[config.mk]
export PLATFORM = sky130hd
export DESIGN_NAME = lane_key_judge
export DESIGN_NICKNAME = d
export VERILOG_FILES = /design/src/rtl/lane_key_judge.sv
export SDC_FILE = /design/constraint.sdc
export NUM_CORES = 1
export LEC_CHECK = 0
export ABC_AREA = 0
export BUFFER_PORTS_ARGS = -buffer_cell sky130_fd_sc_hd__buf_2
export CORE_ASPECT_RATIO = 1.5
export CORE_MARGIN = 2
export CORE_UTILIZATION = 51
export DETAILED_ROUTE_END_ITERATION = 10
export HOLD_SLACK_MARGIN = 0.15
export PLACE_DENSITY = 0.74
export SYNTH_ARGS = -nofsm -noshare
export SYNTH_HDL_FRONTEND = slang
export SYNTH_SLANG_ARGS = --single-unit
export TNS_END_PERCENT = 100
[constraint.sdc]
create_clock -name Clk -period 3.3 [get_ports Clk]
set_input_delay 0 -clock Clk [delete_from_list [all_inputs] [get_ports Clk]]
set_output_delay 0 -clock Clk [all_outputs]
set_load 0.01 [all_outputs]
[src/rtl/lane_key_judge.sv]
// Rhythm-game lane judge: decodes keycodes into lane presses and judges
// each note row (single notes or chords) inside a timed hit window.
//
// Ports:
//   Clk, Reset         clock, synchronous active-high reset
//   keycode            KEY_SLOTS packed keycode bytes, 8'h00 = empty slot
//   row_start          pulse: a new note row enters the hit window
//   row_mask           lanes the row requires (several bits = chord)
//   hit, miss          one-cycle pulses: row completed / row failed
//   row_done           one-cycle pulse: row resolved (hit, miss or empty)
//   overrun            one-cycle pulse: row_start dropped while armed
//   armed              window currently open
//   score, combo       saturating hit count and current hit streak
//   max_combo          longest streak since reset
module lane_key_judge #(
   parameter int                 LANES     = 3,
   parameter int                 KEY_SLOTS = 2,
   parameter logic [8*LANES-1:0] LANE_KEYS = 24'h041607,
   parameter int                 WINDOW    = 2500000,
   parameter bit                 STRICT    = 1'b1,
   parameter int                 SCORE_W   = 16
) (
   input  logic                   Clk,
   input  logic                   Reset,
   input  logic [8*KEY_SLOTS-1:0] keycode,
   input  logic                   row_start,
   input  logic [LANES-1:0]       row_mask,
   output logic                   hit,
   output logic                   miss,
   output logic                   row_done,
   output logic                   overrun,
   output logic                   armed,
   output logic [SCORE_W-1:0]     score,
   output logic [SCORE_W-1:0]     combo,
   output logic [SCORE_W-1:0]     max_combo
);

   localparam int CW = (WINDOW > 1) ? $clog2(WINDOW) : 1;
   localparam logic [CW-1:0] LAST = CW'(WINDOW - 1);
   localparam logic [SCORE_W-1:0] SMAX = {SCORE_W{1'b1}};

   typedef enum logic {
      IDLE,
      ARMED
   } state_t;

   state_t             state;
   logic [LANES-1:0]   kd;
   logic [LANES-1:0]   kd_r;
   logic [LANES-1:0]   kd_p;
   logic [LANES-1:0]   press;
   logic [LANES-1:0]   mask;
   logic [LANES-1:0]   hit_lanes;
   logic [LANES-1:0]   nh;
   logic               wrong;
   logic [CW-1:0]      cnt;
   logic [SCORE_W-1:0] score_n;
   logic [SCORE_W-1:0] combo_n;

   // A lane is down when any non-empty slot carries its keycode.
   always_comb begin
      kd = '0;
      for (int l = 0; l < LANES; l++) begin
         for (int s = 0; s < KEY_SLOTS; s++) begin
            if (keycode[8*s +: 8] != 8'h00 &&
                keycode[8*s +: 8] == LANE_KEYS[8*l +: 8])
               kd[l] = 1'b1;
         end
      end
   end

   // Only rising edges count, so a key held across row_start is ignored
   // until it is released and struck again.
   assign press   = kd_r & ~kd_p;
   assign nh      = hit_lanes | (press & mask);
   assign wrong   = STRICT && (|(press & ~mask));
   assign score_n = (score == SMAX) ? score : score + 1'b1;
   assign combo_n = (combo == SMAX) ? combo : combo + 1'b1;
   assign armed   = (state == ARMED);

   always_ff @(posedge Clk) begin
      if (Reset) begin
         state     <= IDLE;
         kd_r      <= '0;
         kd_p      <= '0;
         mask      <= '0;
         hit_lanes <= '0;
         cnt       <= '0;
         hit       <= 1'b0;
         miss      <= 1'b0;
         row_done  <= 1'b0;
         overrun   <= 1'b0;
         score     <= '0;
         combo     <= '0;
         max_combo <= '0;
      end else begin
         kd_r     <= kd;
         kd_p     <= kd_r;
         hit      <= 1'b0;
         miss     <= 1'b0;
         row_done <= 1'b0;
         overrun  <= 1'b0;
         unique case (state)
            IDLE: begin
               if (row_start) begin
                  if (|row_mask) begin
                     mask      <= row_mask;
                     hit_lanes <= '0;
                     cnt       <= '0;
                     state     <= ARMED;
                  end else begin
                     row_done <= 1'b1;
                  end
               end
            end
            ARMED: begin
               if (row_start)
                  overrun <= 1'b1;
               if (wrong) begin
                  miss     <= 1'b1;
                  row_done <= 1'b1;
                  combo    <= '0;
                  state    <= IDLE;
               end else if (nh == mask) begin
                  hit      <= 1'b1;
                  row_done <= 1'b1;
                  score    <= score_n;
                  combo    <= combo_n;
                  if (combo_n > max_combo)
                     max_combo <= combo_n;
                  state    <= IDLE;
               end else if (cnt == LAST) begin
                  miss     <= 1'b1;
                  row_done <= 1'b1;
                  combo    <= '0;
                  state    <= IDLE;
               end else begin
                  hit_lanes <= nh;
                  cnt       <= cnt + 1'b1;
               end
            end
            default: state <= IDLE;
         endcase
      end
   end

endmodule

==> results of run 1 <==
==> worst max path at each step <==
stage,start,to,cells past startpoint
after floorplan,combo[1],max_combo[11],14
after global placement,combo[1],max_combo[11],13
after detailed placement,combo[1],max_combo[5],13
after CTS,combo[4],max_combo[11],13
after global routing,combo[0],max_combo[3],13
final,combo[0],max_combo[5],13
==> area by class of cell <==
class                           count  area share
Timing Repair Buffer              132      0.1426
Inverter                           23     0.01447
Sequential cell                    87      0.2928
Multi-Input combinational cell    441      0.4726
Tap cell                          110     0.02308
Clock inverter                      5     0.01364
Clock buffer                       11     0.04070
==> layer usage <==
metal / part of all wire / wire length (µm) / track usage / vias up
met5: 0 / 0 / 0 / -
met4: 0.031 / 421 / 0.1531 / 0
met3: 0.051 / 690 / 0.04776 / 36
met2: 0.53 / 7124 / 0.4878 / 189
met1: 0.39 / 5170 / 0.3016 / 2307
li1: - / - / - / 2342
==> where the power goes <==
part           switching, mW  internal (mW)  leakage (nW)
clock network          0.435          0.684         0.156
logic                  0.233          0.170          1.57
registers             0.0203           1.07         0.704
==> registers in the layout (all words and copies together), names as in the netlist <==
name       count
cnt           22
combo         16
max_combo     16
score         16
hit_lanes      3
kd_p           3
kd_r           3
mask           3
armed          1
hit            1
miss           1
overrun        1
row_done       1
==> cells in the mapped netlist (12+ instances only) <==
| master | count |
|---|---|
| sky130_fd_sc_hd__nand3_1 | 40 |
| sky130_fd_sc_hd__nor3_1 | 30 |
| sky130_fd_sc_hd__nand4_1 | 13 |
| sky130_fd_sc_hd__nor4_1 | 12 |
| sky130_fd_sc_hd__a22oi_1 | 17 |
| sky130_fd_sc_hd__o21ai_0 | 23 |
| sky130_fd_sc_hd__a21oi_1 | 47 |
| sky130_fd_sc_hd__inv_1 | 23 |
| sky130_fd_sc_hd__nor2_1 | 71 |
| sky130_fd_sc_hd__nand2_1 | 36 |
| sky130_fd_sc_hd__xnor2_1 | 17 |
| sky130_fd_sc_hd__dfxtp_1 | 87 |
| sky130_fd_sc_hd__ha_1 | 19 |
==> kinds of logic after synthesis <==
kind of cell | synth area share
flip-flops | 0.3764
AO/OA/AOI/OAI | 0.1858
AND/OR/NAND/NOR | 0.2931
buffers and inverters | 0.03921
XOR/XNOR | 0.03597
multiplexers | 0.01812
adder cells (fa/ha/maj) | 0.05138
==> critical path: stages (launching register included) <==
cell and delay (ns):
sky130_fd_sc_hd__dfxtp_2 0.35, sky130_fd_sc_hd__ha_4 0.15, sky130_fd_sc_hd__nand3_4 0.15, sky130_fd_sc_hd__nor2_4 0.18, sky130_fd_sc_hd__and3_1 0.19, sky130_fd_sc_hd__mux2_2 0.38
sky130_fd_sc_hd__ha_1 0.33, sky130_fd_sc_hd__nand4_1 0.16, sky130_fd_sc_hd__nor3_1 0.32, sky130_fd_sc_hd__buf_4 0.17, sky130_fd_sc_hd__nor4b_2 0.03, sky130_fd_sc_hd__buf_4 0.18
sky130_fd_sc_hd__or4_1 0.41, sky130_fd_sc_hd__o31ai_1 0.09
==> repair_timing <==
action	4_1_cts	5_1_grt
gates resized for setup	8	12
cloned	0	0
hold endpoints to repair	8	0
hold buffers	13	0
pin swaps	0	7
setup buffers	0	5
endpoints found under the setup margin	14	16
==> flow_summary.json, run 1 <==
{
  "status": "finished clean",
  "cts.clk_slew.worst_paths_ns": 0.07,
  "die_x_um": 81.77,
  "clk_root_buffer_cell": "sky130_fd_sc_hd__clkbuf_16",
  "detailedRoute.firstPassIterationCount": 6,
  "worstHoldEndpoint": "cnt[0]",
  "worst-path-max-fanout": 10,
  "place_congestion": 0.8933,
  "synthesis.area_mm2": 0.004627,
  "hold_depth": 2,
  "max-cap-violations": 0,
  "synth_area_leader_cell": "sky130_fd_sc_hd__dfxtp_1",
  "synth.yosys.seq_area_share": 0.3764,
  "fp.dieH_um": 120.7,
  "max_clock_freq_ghz": 0.3113,
  "final_net_count": 735,
  "async_flop_share": 0,
  "hold_class": "primary input to flip-flop",
  "setup.worst_path.end_class": "flip-flop",
  "dpl_cell_area_mm2": 0.005355,
  "detail_route.drc_violations": 0,
  "drt-vias-per-instance": 6.025,
  "hold_viol": 0,
  "synth_seq_cells": 87,
  "preCtsSetupSlack_ns": -0.1499,
  "min-delay-start": "Reset",
  "drv_slew": 0,
  "finish.utilization": 0.6756,
  "r2r_slack_ns": 0.09,
  "synth_enable_flop_cells": 0,
  "max-vdd-ir-drop_uv": 333.7,
  "route.detailed.wl_per_inst_um": 16.57,
  "worst_r2r_path_depth": 13,
  "timing.final.crit_period_ns": 3.212,
  "dp_cells": 775,
  "grt_antenna_before_repair": 0,
  "area.growth.synth_to_final_pct": 28.91,
  "syn_inst": 572,
  "clock_tree.buffer_depth": 2,
  "clkSinkCount": 87,
  "detailroute.via_count": 4874,
  "p_per_area_mw_per_mm2": 437.9,
  "post_synth_num_cell_types": 60,
  "post-dp-hpwl_um": 9382,
  "globalRouteOverflowTotal": 0,
  "detailedRoute.firstIterationViolations": 311,
  "slew_worst_pin_ns": 0.9075,
  "setup_total_negative_slack_ns": 0,
  "cts_tree": "done",
  "post_route_cells_drive_above_1_share": 0.2418,
  "yosys_warnings": 0,
  "dieArea_mm2": 0.009866,
  "slew-limit-headroom": 0.3949,
  "post-layout-total-power_mw": 2.612,
  "floorplan.io_pins": 75,
  "via_count_of_the_first_global_routing_pass": 4630,
  "synthesis.nets": 613,
  "report.final.setup_viol": 0,
  "timing.critical_path.from_type": "flip-flop",
  "yosys_most_used_dff": "sky130_fd_sc_hd__dfxtp_1",
  "num_antenna_cells": 0,
  "postLayoutSetupSlackWorst_ns": 0.08796,
  "stdcell_count": 809,
  "postLayoutCellArea_mm2": 0.005964,
  "cts_buffers": 9,
  "seq_area_mm2": 0.001747,
  "timing.clock.skew_ns": 0.009979,
  "core-area_mm2": 0.008828,
  "grt_start_max_net_pins": 37,
  "total_wire_length_after_detailed_routing_um": 13410,
  "synthesis.area_per_instance_um2": 8.089,
  "most_common_cell_after_layout_fill_and_taps_aside": "sky130_fd_sc_hd__dfxtp_1",
  "ys_top_cells_by_area": "sky130_fd_sc_hd__dfxtp_1 (38%), sky130_fd_sc_hd__nor2_1 (5.8%), sky130_fd_sc_hd__ha_1 (5.1%)",
  "p_leak_nw": 2.428,
  "post_route_antenna_net_violation_count": 0,
  "crit_arrival_ns": 3.46,
  "period_share": 0.9733,
  "hold_ws_ns": 0.1793,
  "r2r_start": "combo[0]",
  "multiInputGateArea_mm2": 0.002819,
  "fillCellCount": 740,
  "groute.usage.overall": 0.2761,
  "clock_insertion_delay_worst_skew_ns": 0.35,
  "htreeDepth": 3,
  "crit_type": "flip-flop to flip-flop",
  "synth_top_area_share": 0.3764,
  "io_buffer_count": 74,
  "std_cell_rows": 42,
  "layout.cells.most_common_list": "sky130_fd_sc_hd__dfxtp_1 (83), sky130_fd_sc_hd__buf_2 (74), sky130_fd_sc_hd__nor2_1 (70)",
  "initial_core_util": 0.5241,
  "grt_setup_unrepaired": "yes",
  "critical_path.reg2reg.endpoint": "max_combo[5]",
  "grt_first_pass_wirelength_um": 21420,
  "worstPathRequired_ns": 3.55
}
Note: power is estimated with default switching activity, not from simulation.
==> run 2, diff against run 1 <==
--- a/config.mk
+++ b/config.mk
@@ -7,12 +7,11 @@
 export LEC_CHECK = 0
 export ABC_AREA = 0
 export BUFFER_PORTS_ARGS = -buffer_cell sky130_fd_sc_hd__buf_2
-export CORE_ASPECT_RATIO = 1.5
 export CORE_MARGIN = 2
-export CORE_UTILIZATION = 51
+export CORE_UTILIZATION = 57
 export DETAILED_ROUTE_END_ITERATION = 10
 export HOLD_SLACK_MARGIN = 0.15
-export PLACE_DENSITY = 0.74
+export PLACE_DENSITY = 0.78
 export SYNTH_ARGS = -nofsm -noshare
 export SYNTH_HDL_FRONTEND = slang
 export SYNTH_SLANG_ARGS = --single-unit
==> constraint.sdc (replaced) <==
create_clock -name Clk -period 3.2 [get_ports Clk]
set_input_delay 0 -clock Clk [delete_from_list [all_inputs] [get_ports Clk]]
set_output_delay 0 -clock Clk [all_outputs]
set_load 0.01 [all_outputs]
==> flow_summary.json, run 2 (same netlist as run 1, synthesis figures left out) <==
{
  "status": "finished clean",
  "clock_tree.buffer_depth": 2,
  "crit_type": "flip-flop to flip-flop",
  "clkSinkCount": 87,
  "postLayoutCellArea_mm2": 0.005921,
  "cts_buffers": 9,
  "timing.critical_path.from_type": "flip-flop",
  "slew_worst_pin_ns": 1.291,
  "final_net_count": 736,
  "groute.usage.overall": 0.2896,
  "grt_start_max_net_pins": 36,
  "detailroute.via_count": 4876,
  "std_cell_rows": 32,
  "r2r_slack_ns": 0.04,
  "critical_path.reg2reg.endpoint": "max_combo[3]",
  "fp.dieH_um": 94.10,
  "globalRouteOverflowTotal": 0,
  "crit_path_max_incr_delay_ns": 0.50,
  "post-dp-hpwl_um": 8937,
  "worst_r2r_path_depth": 14,
  "max-cap-violations": 0,
  "die_x_um": 94.10,
  "cp-startpoint": "combo[1]",
  "hold_viol": 0,
  "setup_total_negative_slack_ns": 0,
  "crit_arrival_ns": 3.40,
  "report.final.setup_viol": 0,
  "max-vdd-ir-drop_uv": 360.4,
  "area.growth.synth_to_final_pct": 27.96,
  "place_congestion": 0.8874,
  "max_clock_freq_ghz": 0.3164,
  "core-area_mm2": 0.007807,
  "dieArea_mm2": 0.008854,
  "worstPathRequired_ns": 3.44,
  "initial_core_util": 0.5926,
  "p_leak_nw": 2.383,
  "detailedRoute.firstIterationViolations": 390,
  "stdcell_count": 802,
  "most_common_cell_after_layout_fill_and_taps_aside": "sky130_fd_sc_hd__dfxtp_1",
  "grt_first_pass_wirelength_um": 20540,
  "largest_register_ffs": 22,
  "dp_cells": 767,
  "worst-path-max-fanout": 10,
  "layout.cells.most_common_list": "sky130_fd_sc_hd__dfxtp_1 (80), sky130_fd_sc_hd__buf_2 (74), sky130_fd_sc_hd__nor2_1 (70)",
  "critical-path-slowest-cell": "sky130_fd_sc_hd__or4b_4",
  "htreeDepth": 3,
  "floorplan.io_pins": 75,
  "r2r_start": "combo[1]",
  "slew-limit-headroom": 0.1324,
  "cts_tree": "done",
  "post_route_cells_drive_above_1_share": 0.2543,
  "drv_slew": 0,
  "dpl_cell_area_mm2": 0.005351,
  "hold_class": "primary input to flip-flop",
  "timing.clock.skew_ns": 0.009542,
  "total_wire_length_after_detailed_routing_um": 13170,
  "route.detailed.wl_per_inst_um": 16.42,
  "drt-vias-per-instance": 6.080,
  "cts.clk_slew.worst_paths_ns": 0.09,
  "p_per_area_mw_per_mm2": 391.8,
  "top_register": "cnt",
  "fillCellCount": 610,
  "timing.final.crit_period_ns": 3.161,
  "num_antenna_cells": 0,
  "detail_route.drc_violations": 0,
  "crit_path_cell_trace": "ha_4 -> nand3_4 -> nor2_4 -> buf_4 -> nand2_2 -> mux2_2 -> ha_1 -> nor2b_1 -> o211ai_1 -> a21boi_4 -> or4b_4 -> buf_6 -> a21oi_2 -> nor3_1",
  "io_buffer_count": 74,
  "detailedRoute.firstPassIterationCount": 5,
  "period_share": 0.9878,
  "post_route_antenna_net_violation_count": 0,
  "via_count_of_the_first_global_routing_pass": 4454,
  "preCtsSetupSlack_ns": 0.01131,
  "clk_root_buffer_cell": "sky130_fd_sc_hd__clkbuf_8",
  "clock_insertion_delay_worst_skew_ns": 0.36,
  "postLayoutSetupSlackWorst_ns": 0.03910,
  "crit_path_capture": "max_combo[3]",
  "grt_antenna_before_repair": 0,
  "setup.worst_path.end_class": "flip-flop"
}
run 2: how the worst min path moves through the flow:
stage               cells past startpoint   startpoint             to  slack [ns]
floorplan                               2    row_start        overrun        0.14
finish                                  4  row_mask[1]        mask[1]        0.45
CTS                                     2        Reset  max_combo[15]       -0.01
global route                            4  row_mask[1]        mask[1]        0.45
global placement                        3  row_mask[2]        mask[2]        0.27
detailed placement                      3  row_mask[1]        mask[1]        0.29
run 2: layer usage:
metal | wire (µm) | GRT usage | vias up
li1 | - | - | 2336
met1 | 5573 | 0.3769 | 2309
met2 | 6318 | 0.4863 | 211
met3 | 1096 | 0.05939 | 20
met4 | 180 | 0.07971 | 0
met5 | 0 | 0 | -
run 2: report_power, final:
part / switching [mW] / internal, mW / leakage, nW / total, mW
Combinational: 0.241 / 0.164 / 1.58 / 0.406
Clock: 0.426 / 0.369 / 0.0929 / 0.795
Sequential: 0.0193 / 1.10 / 0.706 / 1.12
Total: 0.687 / 1.63 / 2.38 / 2.32
run 2: worst max-delay path: cells and delay by family (launching register included):
kind	cells	cell delay, ns
buffers and inverters	2	0.30
multiplexers	1	0.40
AO/OA/AOI/OAI	3	0.50
flip-flops	1	0.38
AND/OR/NAND/NOR	6	0.98
adder cells (fa/ha/maj)	2	0.46
run 2: cell type report:
cell class	count	area (µm²)	share of cell area
Inverter	23	86.33	0.01458
Sequential cell	87	1755	0.2965
Tap cell	102	127.6	0.02156
Timing Repair Buffer	133	859.6	0.1452
Multi-Input combinational cell	441	2889	0.4880
Clock inverter	7	78.83	0.01331
Clock buffer	9	123.9	0.02092
run 2: stage by stage:
stage / hold slack (ns) / power [mW] / util
after floorplan: 0.1355 / 1.360 / -
after global placement: 0.2720 / 1.473 / 0.6854
after detailed placement: 0.2863 / 1.481 / 0.6854
after CTS: -0.01455 / 2.274 / 0.7330
after global routing: 0.4533 / 2.405 / 0.7583
final: 0.4541 / 2.320 / 0.7583
run 2: what timing repair did:
item | CTS | global route
buffers inserted | 0 | 2
hold buffers | 16 | 1
hold endpoints to repair | 14 | 5
pin swaps | 2 | 10
endpoints found under the setup margin | 2 | 16
resized for setup | 1 | 36
